--- src/rtl/uo_mon_pkg.sv ---
// Shared types and constants for the uo_out UART observation stage.
// Latency: n/a (declarations only).
// Backpressure: n/a (declarations only).
package uo_mon_pkg;

  typedef enum logic [1:0] {
    IDLE,
    START,
    DATA,
    STOP
  } tx_state_t;

  localparam int UART_DATA_BITS  = 8;
  localparam int UART_FRAME_BITS = 10;

endpackage

--- src/rtl/sync_fifo.sv ---
// Small synchronous FIFO with first-word-fall-through read data.
// Latency: a pushed word is visible on rd_dat the cycle after the push edge.
// Backpressure: push while full is ignored unless a pop happens on the same edge.
module sync_fifo #(
  parameter int WIDTH = 8,
  parameter int DEPTH = 4
) (
  input  logic                   clk,
  input  logic                   rst,
  input  logic                   push,
  input  logic [WIDTH-1:0]       wr_dat,
  input  logic                   pop,
  output logic [WIDTH-1:0]       rd_dat,
  output logic                   full,
  output logic                   empty,
  output logic [$clog2(DEPTH):0] level
);

  localparam int AW = $clog2(DEPTH);

  // One extra pointer bit separates the full and empty cases.
  logic [AW:0]      wr_ptr;
  logic [AW:0]      rd_ptr;
  logic [WIDTH-1:0] mem [DEPTH];
  logic             push_ok;
  logic             pop_ok;

  assign empty   = (wr_ptr == rd_ptr);
  assign full    = (wr_ptr[AW] != rd_ptr[AW]) && (wr_ptr[AW-1:0] == rd_ptr[AW-1:0]);
  assign level   = wr_ptr - rd_ptr;
  assign pop_ok  = pop && !empty;
  // A pop on the same edge frees the slot, so a push into a full FIFO still lands.
  assign push_ok = push && (!full || pop_ok);
  assign rd_dat  = mem[rd_ptr[AW-1:0]];

  // Pointer update; reset discards all stored entries.
  always_ff @(posedge clk) begin
    if (rst) begin
      wr_ptr <= '0;
      rd_ptr <= '0;
    end else begin
      if (push_ok) wr_ptr <= wr_ptr + 1'b1;
      if (pop_ok)  rd_ptr <= rd_ptr + 1'b1;
    end
  end

  // Storage write; contents need no reset because the pointers gate visibility.
  always_ff @(posedge clk) begin
    if (push_ok) mem[wr_ptr[AW-1:0]] <= wr_dat;
  end

endmodule

--- src/rtl/uo_uart_monitor.sv ---
// Captures changes on the project's uo_out bus and replays them as UART 8N1 frames.
// Latency: change sampled at edge N, popped at N+1, start bit drives tx after N+1.
// Backpressure: none upstream; captures arriving while the FIFO is full are dropped and flagged.
module uo_uart_monitor
  import uo_mon_pkg::*;
#(
  parameter int CLKS_PER_BIT = 16,
  parameter int FIFO_DEPTH   = 4
) (
  input  logic                        clk,
  input  logic                        rst,
  input  logic                        en,
  input  logic [7:0]                  data_in,
  input  logic                        force_send,
  output logic                        tx,
  output logic                        tx_busy,
  output logic [$clog2(FIFO_DEPTH):0] fifo_level,
  output logic                        overflow
);

  localparam int            TW       = (CLKS_PER_BIT > 1) ? $clog2(CLKS_PER_BIT) : 1;
  localparam int            IW       = $clog2(UART_DATA_BITS);
  localparam logic [TW-1:0] BIT_LAST = TW'(CLKS_PER_BIT - 1);
  localparam logic [IW-1:0] IDX_LAST = IW'(UART_DATA_BITS - 1);

  tx_state_t                 state_q;
  tx_state_t                 state_d;
  logic [TW-1:0]             timer_q;
  logic [TW-1:0]             timer_d;
  logic [IW-1:0]             idx_q;
  logic [IW-1:0]             idx_d;
  logic [UART_DATA_BITS-1:0] shift_q;
  logic [UART_DATA_BITS-1:0] shift_d;
  logic                      tx_bit;
  logic                      bit_end;

  logic [7:0]                prev_q;
  logic                      cap_push;
  logic                      overflow_q;

  logic                      fifo_pop;
  logic                      fifo_full;
  logic                      fifo_empty;
  logic [7:0]                fifo_rd_dat;

  // A capture is a changed byte, or any byte when software asks for a resend.
  assign cap_push = en && ((data_in != prev_q) || force_send);

  // Last sampled value of the bus; frozen while capture is disabled.
  always_ff @(posedge clk) begin
    if (rst) begin
      prev_q <= 8'h00;
    end else if (en) begin
      prev_q <= data_in;
    end
  end

  // Sticky drop flag: a capture was lost because no slot was free.
  always_ff @(posedge clk) begin
    if (rst) begin
      overflow_q <= 1'b0;
    end else if (cap_push && fifo_full && !fifo_pop) begin
      overflow_q <= 1'b1;
    end
  end

  sync_fifo #(
    .WIDTH (8),
    .DEPTH (FIFO_DEPTH)
  ) u_fifo (
    .clk    (clk),
    .rst    (rst),
    .push   (cap_push),
    .wr_dat (data_in),
    .pop    (fifo_pop),
    .rd_dat (fifo_rd_dat),
    .full   (fifo_full),
    .empty  (fifo_empty),
    .level  (fifo_level)
  );

  assign bit_end = (timer_q == BIT_LAST);

  // Transmitter state, bit timer, bit index and shift register.
  always_ff @(posedge clk) begin
    if (rst) begin
      state_q <= IDLE;
      timer_q <= '0;
      idx_q   <= '0;
      shift_q <= '0;
    end else begin
      state_q <= state_d;
      timer_q <= timer_d;
      idx_q   <= idx_d;
      shift_q <= shift_d;
    end
  end

  // Next-state and line level; the timer only advances inside a frame.
  always_comb begin
    state_d  = state_q;
    timer_d  = timer_q;
    idx_d    = idx_q;
    shift_d  = shift_q;
    fifo_pop = 1'b0;
    tx_bit   = 1'b1;
    case (state_q)
      IDLE: begin
        tx_bit = 1'b1;
        if (!fifo_empty) begin
          fifo_pop = 1'b1;
          shift_d  = fifo_rd_dat;
          timer_d  = '0;
          state_d  = START;
        end
      end
      START: begin
        tx_bit = 1'b0;
        if (bit_end) begin
          timer_d = '0;
          idx_d   = '0;
          state_d = DATA;
        end else begin
          timer_d = timer_q + 1'b1;
        end
      end
      DATA: begin
        tx_bit = shift_q[0];
        if (bit_end) begin
          timer_d = '0;
          shift_d = shift_q >> 1;
          if (idx_q == IDX_LAST) begin
            state_d = STOP;
          end else begin
            idx_d = idx_q + 1'b1;
          end
        end else begin
          timer_d = timer_q + 1'b1;
        end
      end
      STOP: begin
        tx_bit = 1'b1;
        if (bit_end) begin
          timer_d = '0;
          // Chain straight into the next start bit when more bytes are waiting.
          if (!fifo_empty) begin
            fifo_pop = 1'b1;
            shift_d  = fifo_rd_dat;
            state_d  = START;
          end else begin
            state_d = IDLE;
          end
        end else begin
          timer_d = timer_q + 1'b1;
        end
      end
      default: begin
        state_d = IDLE;
      end
    endcase
  end

  assign tx       = tx_bit;
  assign tx_busy  = (state_q != IDLE) || !fifo_empty;
  assign overflow = overflow_q;

endmodule

--- config.mk ---
export PLATFORM = sky130hd
export DESIGN_NAME = uo_uart_monitor
export DESIGN_NICKNAME = d
export VERILOG_FILES = /design/src/rtl/uo_mon_pkg.sv /design/src/rtl/sync_fifo.sv /design/src/rtl/uo_uart_monitor.sv
export SDC_FILE = /design/constraint.sdc
export NUM_CORES = 1
export LEC_CHECK = 0
export CAP_MARGIN = 20
export CORE_AREA = 4 4 74 76
export CTS_CLUSTER_SIZE = 12
export DETAILED_ROUTE_END_ITERATION = 10
export DIE_AREA = 0 0 78 80
export PLACE_DENSITY = 0.79
export SLEW_MARGIN = 30
export SYNTH_ARGS = -nofsm -noshare
export SYNTH_HDL_FRONTEND = slang
export SYNTH_SLANG_ARGS = --single-unit
--- constraint.sdc ---
create_clock -name clk -period 3.05 [get_ports clk]
set_input_delay 0.4575 -clock clk [delete_from_list [all_inputs] [get_ports clk]]
set_output_delay 0.4575 -clock clk [all_outputs]
set_load 0.005 [all_outputs]
==> metrics.yaml, run 1 <==
status:
  status: "complete, no violations"
global_routing:
  antenna_found_initial: 0
  track_usage: 0.182
  use_met3: 0.0542
  grt_max_degree: 21
  grt_pass1_vias: 1788
  grt.busiest_layer: "met2"
  grt_pass1_wl_um: 8420
  global_route.usage.met1: 0.223
  grt_use_met2: 0.299
  grt-ovfl-total: 0
timing:
  setup_tns_ps: 0
  finalMaxSlewViolations: 0
  final.min_clock_period_ps: 2620
  holdWs_ps: 477
  timing.final.crit_share: 0.858
  rsz0062_at_grt: "no"
  finalSetupViolCount: 0
  finalClockSkew_ps: 6.96
  worstMarginPinSlew_ps: 677
  maxClockFrequency_mhz: 382
  hold_violations: 0
  slew_headroom: 0.547
placement:
  gp_congestion: 0.780
  io_buffers: 17
  dp_hpwl_um: 3480
  place_area_mm2: 0.00315
cts:
  htree_levels: 3
  cts-buffers-inserted: 9
  cts.sinks: 66
  post_cts_buffers: 0
  clk_pin_slew_ps: 70
  post_cts_resized: 0
  clk_latency_ps: 340
  clk_path_buf_depth: 2
  clock-root-buffer: "clkbuf_8"
  hold_buffers: 0
  tritoncts: "yes"
synth:
  netlist_instances: 244
  ys_seq_area_frac: 0.562
  synthFlopType: "dfxtp_1"
  yosys_warnings: 0
  synth_edf_count: 32
  synth.most_common_cell: "nor2_1"
  synth_cell_types: 36
  async_flop_share: 0
  synth_nets: 271
  syn_area_per_cell_um2: 12.0
  synth-seq-cells: 66
  synth_area_mm2: 0.00292
  synth_top_area_frac: 0.329
  yosysTopAreaCell: "edfxtp_1"
  synth_common_cells: "38 x nor2_1, 34 x dfxtp_1, 32 x edfxtp_1"
  synth_area_leaders: "edfxtp_1 33%, dfxtp_1 23%, mux4_2 6.2%"
die:
  core_mm2: 0.00472
  initial_utilization: 0.619
  fp-row-count: 25
  fp.dieH_um: 80
  dieArea_mm2: 0.00624
  die_w_um: 78
  io_pins: 18
critical_path:
  path_max_fanout: 5
  worst_r2r_path_depth: 7
  crit_chain: "inv_1, ha_1, and3_4, and2_1, inv_1, clkdlybuf4s50_1"
  end_kind: "output port"
  rr_endpoint: "u_fifo.mem[1][3]"
  cp_slowest_cell: "clkdlybuf4s50_1"
  crit_path_frequent_cell: "inv_1"
  cp-start-kind: "flop"
  r2r-start: "state_q[0]"
  crit_type: "reg -> out"
  cpPeakStageDelay_ps: 490
  worst-r2r-setup-slack_ps: 660
  crit_arrival_ps: 2160
  cp_data_required_time_ps: 2590
worst_hold_path:
  hold_start: "shift_q[5]"
  holdCritPathClass: "reg -> reg"
  hold_depth: 2
  holdPathEnd: "shift_q[4]"
detailed_routing:
  vias: 1809
  antenna_left: 0
  via_per_inst: 5.37
  drtPass1Iterations: 4
  avgRoutedWirePerCell_um: 14.9
  detail_route.drc_violations: 0
  drtIter0Drc: 72
  wl_um: 5030
power_and_ir_drop:
  p_leak_uw: 0.00128
  ir_worst_vdd_mv: 0.476
  power_uw: 2830
  power.density_mw_per_mm2: 834
cells_and_area:
  area_growth_pct: 16.2
  nets: 292
  n_antenna_cell: 0
  drive_gt1_frac: 0.115
  fin_area_mm2: 0.00340
job:
  cap_violations: 0
==> how the worst max path moves through the flow <==
stage                           startpoint               end  slack (ps)  cells after the start
after floorplan                 data_in[6]  u_fifo.mem[0][0]        1170                      5
after global placement          data_in[2]  u_fifo.mem[1][5]         440                      6
after detailed placement        data_in[2]  u_fifo.mem[1][1]         360                      6
after CTS                 u_fifo.wr_ptr[0]           tx_busy         420                      6
after global routing      u_fifo.wr_ptr[0]           tx_busy         320                      6
final                     u_fifo.wr_ptr[0]           tx_busy         430                      6
==> cells by family (layout without fill, tap and decap cells) <==
kind of cell / count (synthesis) / in the layout / share of synthesized area
AO/OA/AOI/OAI: 26 / 26 / 0.0677
adder cells (fa/ha/maj): 15 / 15 / 0.0668
multiplexers: 21 / 21 / 0.107
XOR/XNOR: 12 / 12 / 0.0360
AND/OR/NAND/NOR: 84 / 84 / 0.131
buffers and inverters: 20 / 46 / 0.0291
flip-flops: 66 / 66 / 0.562
==> state kept, by name, indices dropped and copies added (netlist names), named ones only <==
name           count
timer_q            4
prev_q             8
shift_q            8
state_q            2
u_fifo.mem        32
overflow           1
u_fifo.rd_ptr      3
u_fifo.wr_ptr      3
idx_q              3
==> worst max-delay path: cells and delay by family (launching register included) <==
kind	cells	cell delay, ps
adder cells (fa/ha/maj)	1	350
buffers and inverters	3	690
flip-flops	1	390
AND/OR/NAND/NOR	2	400
==> final cells by class <==
type / count / area (µm²)
multi-input cells: 158 / 1190
inverters: 9 / 33.8
fillers: 346 / 1330
flip-flops and latches: 66 / 1640
repair buffers: 21 / 200
clock inverters: 6 / 114
well taps: 67 / 83.8
clock buffers: 10 / 128
==> cells in the final DEF (no fill, tap or decap), types with 2 or more instances in the layout <==
cell,netlist,final
nor3_1,3,3
clkinvlp_4,0,2
ha_1,14,14
clkdlybuf4s50_1,0,17
a21oi_1,6,6
dfxtp_1,34,34
buf_4,0,4
clkbuf_8,0,9
a31oi_1,3,3
bufinv_16,0,3
nor2_1,38,38
mux2i_1,11,11
xnor2_1,10,10
xor2_1,2,2
mux2_2,2,2
nand3_1,4,4
inv_1,9,9
o21ai_0,3,3
mux4_2,8,8
and2_1,4,4
nand2_1,20,20
edfxtp_1,32,32
nand2b_1,4,4
nor2b_1,4,4
a311oi_1,9,9
==> metal layers <==
metal  share of wire  routed length [µm]  up-vias
met5               0                   0        -
met4           0.011                  55        0
met3           0.040                 199        4
met2            0.50                2500       33
met1            0.45                2280      867
li1                -                   -      905
==> per-stage QoR <==
step                      std cells  utilization  worst slack, ps
after floorplan                 244            -             1170
after global placement          321        0.668              439
after detailed placement        321        0.668              359
after CTS                       337        0.719              421
after global routing            337        0.719              325
final                           337        0.719              433
==> power by group <==
| part | leakage (µW) | total [µW] | internal, µW | switching [µW] |
|---|---|---|---|---|
| registers | 0.000573 | 1120 | 1040 | 84.8 |
| clock network | 0.000113 | 879 | 546 | 333 |
| logic | 0.000592 | 829 | 397 | 432 |
| total | 0.00128 | 2830 | 1980 | 850 |
(Power assumes the default switching activity.)
==> run 2, diff against run 1 <==
SLEW_MARGIN = unset   (was 30)
==> results of run 2 <==
The final DEF is identical to that of run 1; final timing and power are the same.
==> RTL change (settings of run 1) <==
Register the outputs `tx` and `tx_busy`, with the module's reset; this adds one clock of latency there. The other outputs are not delayed to match. Comments in the files are not updated.
--- a/src/rtl/uo_uart_monitor.sv
+++ b/src/rtl/uo_uart_monitor.sv
@@ -161,6 +161,13 @@
   end
 
-  assign tx       = tx_bit;
-  assign tx_busy  = (state_q != IDLE) || !fifo_empty;
+  always_ff @(posedge clk) begin
+    if (rst) begin
+      tx      <= '0;
+      tx_busy <= '0;
+    end else begin
+      tx      <= tx_bit;
+      tx_busy <= (state_q != IDLE) || !fifo_empty;
+    end
+  end
   assign overflow = overflow_q;
 
Formal check against the unedited RTL: not equivalent (Yosys sat finds a counterexample within 4 cycles, from zero or initial values and one cycle with rst high).
==> RTL change against run 1 <==
Critical endpoint is now fifo_level[2]. Core utilization shrank 0.24 points. Design area shrank 0.33%. Setup slack gained 0.064 ns. Via count grew 2.7%. Maximum frequency grew 2.5%. Routed wire length shrank 3.3%. Sequential cell count grew 2. Total power shrank 8.2%. Highest routed layer unchanged. Synthesized area grew 1.7%.
==> RTL change: results (changes against run 1) <==
stage	metric	value	unit	change
worst_setup_path	worst-path-max-fanout	4		-1
finish	layout.nets	296		+1.4%
place	place_inst	325		+1.2%
cts	cts_buffer_depth	2		unchanged
place	hpwl	3521	um	+1.1%
grt	grt_pass1_wl	8562	um	+1.6%
sta	worst_pin_slew	0.7701	ns	+0.09299 ns
place	post_dp_cell_area	3218	sq um	+2.0%
synthesis	synth_xor_area_share	3.538	%	-0.059 points
finish	drive_gt1_share	12.04	%	+0.56 points
routing	first_iter_violations	103		+43%
routing	drt_wl_total	4865	um	-3.3%
finish	largest_reg_flops	32		unchanged
routing	dr_total_vias	1858		+2.7%
routing	via_per_inst	5.449		+1.5%
synthesis	yosys-top-cells-area	edfxtp_1 32%, dfxtp_1 24%, mux4_2 6.1%		
sta	skew	0.004906	ns	-0.002052 ns
place	io_buffer_count	17		unchanged
synthesis	synthAdderAreaFrac	6.571	%	-0.11 points
power	p_leak	1.246	nW	-2.4%
worst_setup_path	max_stage_delay	0.52	ns	+0.03 ns
worst_setup_path	arrival	2.10	ns	-0.06 ns
synthesis	syn-num-nets	273		+0.74%
grt	grt_usage	18.25	%	+0.062 points
cts	post_cts_resize_count	0		unchanged
grt	grt_pass1_vias	1785		-0.17%
synthesis	ys_types	39		+8.3%
synthesis	synth_mux_area_share	10.53	%	-0.18 points
synthesis	synth_compound_area_share	7.329	%	+0.56 points
place	place_congestion	0.7319		-6.2%
synthesis	synthArstFlopShare	0	%	unchanged
outcome	status	finished, final reports clean		
place	dp_slack	0.4156	ns	+0.05650 ns
power	ir_worst_vdd	0.5373	mV	+13%
synthesis	synth_common_cells	36 x dfxtp_1, 33 x nor2_1, 32 x edfxtp_1, 19 x nand2_1, 14 x ha_1		
synthesis	ys_seq_area_share	56.61	%	+0.42 points
grt	grt_max_degree	24		+14%
synthesis	postSynthAreaPerCell	12.07	sq um	+0.84%
==> RTL change: changes by cell type after synthesis, sizes merged, moves of 2 or more <==
cell / delta
a31oi: -2
a311oi: -2
nand3: +5
nor2b: -2
dfxtp: +2
nand2b: +2
a21oi: +4
a211oi: +3
nor3: -2
nor2: -5
==> RTL change: cells by family (layout without fill, tap and decap cells) <==
| group | Yosys count | in the layout |
|---|---|---|
| AOI/OAI and AO/OA | 30 | 30 |
| muxes | 21 | 21 |
| adders and majority gates | 15 | 15 |
| DFF | 68 | 68 |
| and+or+nand+nor | 80 | 80 |
| buffers and inverters | 20 | 48 |
| xor gates and xnor gates | 12 | 12 |
==> RTL change: final timing paths <==
check	startpoint	to	slack (ns)
worst max-delay path	u_fifo.wr_ptr[0]	fifo_level[2]	0.50
worst min register to register	shift_q[0]	tx	0.47
worst max register to register	state_q[0]	u_fifo.mem[1][7]	0.67
worst min-delay path	shift_q[0]	tx	0.47
==> RTL change: area by class of cell <==
type                            instances  area [sq um]
Clock buffer                            9         123.9
Clock inverter                          7         42.54
Fill cell                             334          1339
Inverter                                9         33.78
Multi-Input combinational cell        158          1204
Sequential cell                        68          1682
Tap cell                               67         83.83
Timing Repair Buffer                   23         215.2
==> RTL change: critical path: cells and delay by family (launching register included) <==
| family | cells | cell delay (ns) |
|---|---|---|
| flip-flops | 1 | 0.39 |
| XOR/XNOR | 1 | 0.16 |
| buffers and inverters | 2 | 0.63 |
| adder cells (fa/ha/maj) | 2 | 0.58 |
==> RTL change: power breakdown <==
group	switching (mW)	leakage [nW]	internal, mW
clock network	0.335	0.0828	0.290
logic	0.429	0.574	0.379
registers	0.0891	0.589	1.08
total	0.853	1.25	1.75
==> RTL change: metal layers <==
layer	GRT usage, %	share of wire (%)	up-vias
met5	0	0	-
met4	9.965	2.5	0
met3	3.837	3.7	12
met2	28.34	49	37
met1	23.98	45	885
li1	-	-	924
